--- src/rtl/jpeg_zigzag_scan.sv ---
// jpeg_zigzag_scan: row-rate 8x8 block buffer (ping-pong) emitting coefficients in JPEG zig-zag order
module jpeg_zigzag_scan #(
  parameter int DATA_W = 8
) (
  input  logic                clk,
  input  logic                reset,
  input  logic [8*DATA_W-1:0] in_row,
  input  logic                in_valid,
  output logic                in_ready,
  output logic [DATA_W-1:0]   out_coef,
  output logic [5:0]          out_index,
  output logic                out_last,
  output logic                out_valid,
  input  logic                out_ready
);
  localparam logic [5:0] ZZ [64] = '{
    6'd0,  6'd1,  6'd8,  6'd16, 6'd9,  6'd2,  6'd3,  6'd10,
    6'd17, 6'd24, 6'd32, 6'd25, 6'd18, 6'd11, 6'd4,  6'd5,
    6'd12, 6'd19, 6'd26, 6'd33, 6'd40, 6'd48, 6'd41, 6'd34,
    6'd27, 6'd20, 6'd13, 6'd6,  6'd7,  6'd14, 6'd21, 6'd28,
    6'd35, 6'd42, 6'd49, 6'd56, 6'd57, 6'd50, 6'd43, 6'd36,
    6'd29, 6'd22, 6'd15, 6'd23, 6'd30, 6'd37, 6'd44, 6'd51,
    6'd58, 6'd59, 6'd52, 6'd45, 6'd38, 6'd31, 6'd39, 6'd46,
    6'd53, 6'd60, 6'd61, 6'd54, 6'd47, 6'd55, 6'd62, 6'd63
  };
  typedef enum logic {IDLE, SCAN} state_t;
  state_t            state;
  logic [DATA_W-1:0] mem [2][64];
  logic [1:0]        full;
  logic              wr_ptr, rd_ptr, rd_oth, wr_fire;
  logic [2:0]        row_cnt;
  logic [5:0]        scan_cnt, scan_nxt;
  assign in_ready  = !full[wr_ptr];
  assign wr_fire   = in_valid && in_ready;
  assign rd_oth    = !rd_ptr;
  assign scan_nxt  = scan_cnt + 6'd1;
  assign out_index = scan_cnt;
  // Writes only ever target the non-full bank, so the bank being scanned is never disturbed.
  always_ff @(posedge clk)
    if (wr_fire)
      for (int c = 0; c < 8; c++) mem[wr_ptr][{row_cnt, 3'(c)}] <= in_row[(7 - c)*DATA_W +: DATA_W];
  always_ff @(posedge clk or negedge reset)
    if (!reset) begin
      state     <= IDLE;
      full      <= '0;
      wr_ptr    <= 1'b0;
      rd_ptr    <= 1'b0;
      row_cnt   <= '0;
      scan_cnt  <= '0;
      out_coef  <= '0;
      out_last  <= 1'b0;
      out_valid <= 1'b0;
    end else begin
      if (wr_fire) begin
        row_cnt <= row_cnt + 3'd1;
        if (row_cnt == 3'd7) begin
          full[wr_ptr] <= 1'b1;
          wr_ptr       <= !wr_ptr;
        end
      end
      if (state == IDLE) begin
        if (full[rd_ptr]) begin
          state     <= SCAN;
          scan_cnt  <= '0;
          out_coef  <= mem[rd_ptr][ZZ[0]];
          out_last  <= 1'b0;
          out_valid <= 1'b1;
        end
      end else if (out_ready) begin
        if (out_last) begin
          // Chain straight into the other bank when it is already full: no bubble.
          full[rd_ptr] <= 1'b0;
          rd_ptr       <= rd_oth;
          scan_cnt     <= '0;
          out_last     <= 1'b0;
          out_coef     <= mem[rd_oth][ZZ[0]];
          out_valid    <= full[rd_oth];
          state        <= full[rd_oth] ? SCAN : IDLE;
        end else begin
          scan_cnt <= scan_nxt;
          out_coef <= mem[rd_ptr][ZZ[scan_nxt]];
          out_last <= scan_nxt == 6'd63;
        end
      end
    end
endmodule

--- config.mk ---
export PLATFORM = sky130hd
export DESIGN_NAME = jpeg_zigzag_scan
export DESIGN_NICKNAME = d
export VERILOG_FILES = /design/src/rtl/jpeg_zigzag_scan.sv
export SDC_FILE = /design/constraint.sdc
export NUM_CORES = 2
export LEC_CHECK = 0
export BUFFER_PORTS_ARGS = -buffer_cell sky130_fd_sc_hd__clkbuf_2
export CAP_MARGIN = 20
export CORE_UTILIZATION = 28
export CTS_CLUSTER_DIAMETER = 120
export DETAILED_ROUTE_END_ITERATION = 16
export SYNTH_ARGS = -nofsm -noshare
export SYNTH_HDL_FRONTEND = slang
export SYNTH_SLANG_ARGS = --single-unit
--- constraint.sdc ---
create_clock -name clk -period 7.05 [get_ports clk]
set_clock_uncertainty 0.15 [all_clocks]
set_input_delay 0.705 -clock clk [delete_from_list [all_inputs] [get_ports clk]]
set_output_delay 0.705 -clock clk [all_outputs]
set_load 0.03 [all_outputs]
* Yosys cells after proc, flatten, opt, wreduce, memory -nomap -nowiden
Memories as Yosys holds them, arrays and structs flattened. Cells that the tools add are included.
Word-level totals: memories 2, register bits after elaboration 24, word-level logic and storage cells 7306, output and inout bits 17, memory bits (writable) 1024, input bits 68, memory bits (read-only) 384
Cells by class: bitwise gates (word level) 3597, eq/ne operators 4, reduce and logical (&&, ||, !) cells 19, magnitude comparators 23, $add $sub $neg 2, mux-type cells 3650
Memories:
- mem | depth 2, width 512, rd ports 2, clocked after Yosys merged registers in 0, wr ports 1, RTL line 28 | logic [DATA_W-1:0] mem [2][64];
- (no name shown) | depth 64, width 6, rd ports 1, clocked after Yosys merged registers in 0, wr ports 0, RTL line 81 | out_coef <= mem[rd_ptr][ZZ[scan_nxt]];
Operators with widths (number):
- 512-bit 2-to-1 mux | 8
- 1-bit 2-to-1 mux | 3606
- 1-bit bitwise OR | 3584
- 8-bit demux with 6-bit select | 8
- 8-bit 2-to-1 mux | 14
- 7-bit greater-or-equal comparator (second input constant) | 10
- 6-bit inverter with 7-bit output | 10
- 7-bit by 1-bit < comparator with 1-bit output (second input constant) | 8
- 8-bit binary-select mux with 6-bit select | 1
- 6-bit 2-to-1 mux | 6
- 1-bit logical AND | 11
- 2-bit 2-to-1 mux | 5
- 6-bit by 1-bit adder with 6-bit output (second input constant) | 1
- 6-bit == test (second input constant) | 1
- 1-bit by 2-bit < comparator with 1-bit output (second input constant) | 3
- 3-bit AND reduction | 2
- 2-bit != test (second input constant) | 2
- 2-bit AND reduction | 2
- 3-bit by 1-bit adder with 3-bit output (second input constant) | 1
- 3-bit == test (second input constant) | 1
- 1-bit logical NOT | 3
- 2-bit AND | 1
- 1-bit demux with 1-bit select | 2
- 1-bit greater-or-equal comparator (second input constant) | 2
- 3 further kinds | 3

* Logic depth before layout (Yosys ltp)
depth after elaboration 13, mapped depth 19, depth with buffers taken out 13

* Worst setup path before layout
OpenSTA, ideal clock, no wires.
path type flip-flop to flip-flop, start point reg full[1], end point mem mem[0][384] (netlist name), enable pin, data arrival time 7.537 ns, stages on the path, launching flop included 5, path buffers 0, clock period less this slack 8.331 ns, setup time 0.644 ns, setup slack -1.281 ns, required time 6.256 ns, path through dfrtp_1 mux2i_1 and2_1 nand2_1 nor4_1
Between the ends: word-level cells in the longest chain between the ends 13, elaborated cells on any way between the ends 20, those cells by class mux: 11; bitwise: 7; reduce/logical: 2
RTL lines:
- from (decl) | RTL line 29 | logic [1:0] full;
- from (signal assigned) | RTL line 45 | full <= '0;
- from (signal, indexed assignment) | RTL line 57 | full[wr_ptr] <= 1'b1;
- from (signal, indexed assignment) | RTL line 72 | full[rd_ptr] <= 1'b0;
- 1-bit 2-to-1 mux (not written as such) (*) (2 in series) | RTL line 33 | assign in_ready = !full[wr_ptr];
- 1-bit logical NOT (*) | RTL line 33
- via in_ready | RTL line 9 | output logic in_ready,
- 1-bit logical AND (*) | RTL line 34 | assign wr_fire = in_valid && in_ready;
- 1-bit 2-to-1 mux (*) | RTL line 40 | if (wr_fire)
- 512-bit 2-to-1 mux (not written as such) | RTL line 41 | for (int c = 0; c < 8; c++) mem[wr_ptr][{row_cnt, 3'(c)}] <= in_row[(7 - c)*DATA_W +: DATA_W];
- 1-bit bitwise OR (no source line) (6 in series)
- 1-bit bitwise OR (no source line) (*)
- to (decl) | RTL line 28
Mark *: on every way through the listed nets, which the timed path passes. The rest lies on a longest branch. The select of a mux whose other input is x is not followed.

* Final worst setup path
start point reg scan_cnt[1], in the netlist out_index[1], end point reg out_coef[5]
Between the ends: word-level cells in the longest chain between the ends 12
RTL lines:
- from (decl) | RTL line 32 | logic [5:0] scan_cnt, scan_nxt;
- from (signal assigned) | RTL line 80 | scan_cnt <= scan_nxt;
- 6-bit by 1-bit adder with 6-bit output | RTL line 36 | assign scan_nxt = scan_cnt + 6'd1;
- 6-bit inverter with 7-bit output (not written as such) | RTL line 81
- memory read 64 x 6 bit
- 6-bit 2-to-1 mux (not written as such) (2 in series) | RTL line 81
- 6-bit inverter with 7-bit output (not written as such) | RTL line 81
- 8-bit binary-select mux with 6-bit select | RTL line 81
- 8-bit 2-to-1 mux (not written as such) (2 in series) | RTL line 81
- 8-bit 2-to-1 mux | RTL line 70 | if (out_last) begin
- 8-bit 2-to-1 mux | RTL line 69 | end else if (out_ready) begin
- 8-bit 2-to-1 mux | RTL line 61 | if (state == IDLE) begin
- to (signal assigned) | RTL line 65 | out_coef <= mem[rd_ptr][ZZ[0]];
- to (signal assigned) | RTL line 76 | out_coef <= mem[rd_oth][ZZ[0]];
- to (signal assigned) | RTL line 81
- to (decl) | RTL line 10 | output logic [DATA_W-1:0] out_coef,
No other way between the ends. The select of a mux whose other input is x is not followed. A chain may end at the register's enable or synchronous reset.

==> impl_metrics.toml <==
[yosys]
synth-main-ff-cell = "edfxtp_1"
syn-num-nets = 3586
avgSynthCellArea_sq_um = 13.21
syn-instance-count = 3503
synth_edf_count = 1024
yosysMostFrequentCell = "nand2_1"
yosys.area_share.simple_pct = 13.39
syn_area_sq_mm = 0.04628
synth-seq-area-share_pct = 67.74
yosys-top-cells-area = "edfxtp_1, nand2_1, mux4_2"
synth_top_area_share_pct = 66.44
synth_adder_area_share_pct = 0.4055
synth_top_family_by_area = "simple AND/OR/NAND/NOR gates"
synthXorXnorAreaFrac_pct = 0.2406
ys_ff_latch = 1048
synthDistinctLibCells = 81
synthMuxAreaShare_pct = 8.248
synth_warnings = 0
synth_common_cells = "nand2_1, edfxtp_1, mux4_2"
synth_compound_area_share_pct = 6.802
synth-async-reset-ratio_pct = 2.290
yosysTopAreaCell = "edfxtp_1"

[power_and_ir_drop]
p_int_mw = 13.08
clockPowerShare_pct = 26.3
pwr_density_cell_mw_per_mm2 = 404.4
switching_share_pct = 38.23
leakagePower_nw = 17.89
p_sw_mw = 8.097
power_mw = 21.18
pwr-share-seq_pct = 36.5
p_comb_share_pct = 37.2
ir_drop_mv = 0.5316

[setup_path]
cp_common_cell = "ha_1"
cp-end-kind = "flip-flop"
reg2reg_slack_ns = 0.77
crit_type = "flip-flop to flip-flop"
worstPathRequired_ns = 7.52
r2r_cells = 14
crit_family = "simple AND/OR/NAND/NOR gates"
cpPeakStageDelay_ns = 0.86
path_cells = "ha_1 > ha_1 > clkinv_1 > o21bai_1 > mux2i_1 > a211oi_1 > or2_1 > nand2_1 > nor3_2 > buf_4 > a22oi_1 > and4_1 > nand4_1 > o211a_1"
cp_max_fo = 29
reg2reg_from = "out_index[1]"
crit_arrival_ns = 6.75
rr_endpoint = "out_coef[5]"
startpoint_type = "flip-flop"
critPathSlowestCell = "ha_1"
cp_num_buf_inv = 2

[cts]
cts_hold_buffers = 1
clock_path_buffers = 3
cts_setup_buffers = 0
cts_tree = "yes"
clk_latency_ns = 0.71
h-tree-depth = 3
cts_resized = 0
cts_made_buffers = 104
cts_sinks = 1048
cts.clk_slew.worst_paths_ns = 0.07
cts_root_buf = "clkbuf_16"

[sta]
fin_crit_ns = 6.280
slew_violations = 0
layout_setup_ws_ns = 0.7703
rsz0062_at_grt = "false"
fin_crit_sh_pct = 89.07
tightest_slew_ns = 1.131
setup_viol = 0
fmax_ghz = 0.1592
timing.setup.tns_ns = 0
slew_headroom_pct = 24.59
hold_viol_final = 0
holdWs_ns = 0.2288

[place]
dpl_cell_area_sq_mm = 0.04898
globalplace.congestion = 0.8384
portBuffers = 84
place_ws_ns = 0.9919
dp.cells = 5584
dp_hpwl_mm = 90.00

[finish]
syn_to_final_growth_pct = 13.17
final_area_sq_mm = 0.05237
final_nets = 3600
register_area_sq_mm = 0.03135
final_util_pct = 32.07
drive_gt1_share_pct = 14.40
multiInputGateArea_sq_mm = 0.01369
fillers = 16076
fin_cells = 5782

[floorplanning]
die-area_sq_mm = 0.1669
floorplan.initialDensity_pct = 28.34
die_width_microns = 408.6
pin_count = 85
row_count = 148
die_h_microns = 408.6
core_area_sq_mm = 0.1633

[global_routing]
grt_use_total_pct = 17.15
grt_overflow_total = 0
grt_max_degree = 183
antenna_found_initial = 10
grt_pass1_vias = 29187
grt_pass1_wl_mm = 209.7

[run_status]
status = "complete, no violations"

[routing]
vias_per_cell = 5.237
remaining_drc_errors = 0
wl_mm = 146.0
antenna_left = 0
firstDrtPassIters = 6
num_vias = 30283
wl_per_cell_microns = 25.26
drt_iter0_drc = 3483

[hold_path]
min_from = "in_valid"
hp-class = "input pin to flip-flop"
hold_depth = 3
worstHoldEndpoint = "full[1]"

[flow_run]
maxCapViolCount = 0
[layout make-up]
cell class                 count  share of cell area (%)
inverter                       9                 0.06450
timing repair buffer         175                   2.286
tap                         2175                   5.196
clock inverter                56                   1.089
antenna                        3                 0.01433
clock buffer                 137                   5.344
multi-input combinational   2179                   26.14
sequential                  1048                   59.87
[power groups by stage]
stage / Clock [mW] / Combinational (mW) / Sequential, mW
2_1_floorplan: 0 / 4.93 / 7.85
3_3_place_gp: 0 / 7.70 / 7.86
3_5_place_dp: 0 / 7.74 / 7.87
4_1_cts: 5.61 / 7.77 / 7.74
5_1_grt: 5.83 / 8.35 / 7.77
6_report: 5.57 / 7.88 / 7.74
[worst reg2reg max path, stage by stage, from the launching register on]
cell	delay, ns
dfrtp_1	0.62
ha_1	0.40
ha_1	0.87
clkinv_1	0.56
o21bai_1	0.27
mux2i_1	0.11
a211oi_1	0.39
or2_1	0.83
nand2_1	0.53
nor3_2	0.46
buf_4	0.32
a22oi_1	0.12
and4_1	0.22
nand4_1	0.18
o211a_1	0.18
[state kept, by name, indices dropped and copies added (netlist names), 2 cells and up]
signal     cells
out_index      6
out_coef       8
row_cnt        3
mem         1024
full           2
[routing by layer]
metal	share of wire (%)	track usage [%]
met1	39	22.90
met2	47	27.36
met3	10	3.087
met4	4.4	7.207
met5	0.028	0
[how the worst max path moves through the flow]
stage | slack (ns) | end | from | depth (start not counted)
CTS | 0.92 | out_coef[5] | out_index[1] | 14
global placement | 1.00 | out_coef[5] | out_index[1] | 14
floorplan | 0.42 | mem[0][0] | full[1] | 4
global route | 0.55 | out_coef[4] | out_index[1] | 12
detailed placement | 0.99 | out_coef[5] | out_index[1] | 14
finish | 0.77 | out_coef[5] | out_index[1] | 14
[cell families after synthesis]
logic type                 after synthesis
adders and majority gates               15
xor gates and xnor gates                 8
AOI/OAI and AO/OA                      450
muxes                                  215
buffers and inverters                  276
and+or+nand+nor                       1491
DFF                                   1048
[layout by cell type (no fill, tap or decap), drive strengths merged, types with 6 or more instances in the layout]
| master | instances |
|---|---|
| a211o | 7 |
| a211oi | 6 |
| a21o | 116 |
| a21oi | 59 |
| a221oi | 10 |
| a222oi | 7 |
| a22oi | 32 |
| a31oi | 44 |
| a32oi | 27 |
| a41oi | 12 |
| and2 | 12 |
| and3 | 6 |
| and4 | 6 |
| buf | 90 |
| bufinv | 10 |
| clkbuf | 221 |
| clkinv | 41 |
| dfrtp | 24 |
| edfxtp | 1024 |
| ha | 15 |
| inv | 10 |
| mux2i | 81 |
| mux4 | 133 |
| nand2 | 1164 |
| nand2b | 16 |
| nand3 | 95 |
| nand4 | 29 |
| nor2 | 88 |
| nor2b | 18 |
| nor3 | 25 |
| nor4 | 6 |
| o211a | 7 |
| o21ai | 58 |
| o22ai | 27 |
| o31ai | 11 |
| or2 | 9 |
| or3 | 8 |
Note: power is estimated with default switching activity, not from simulation.
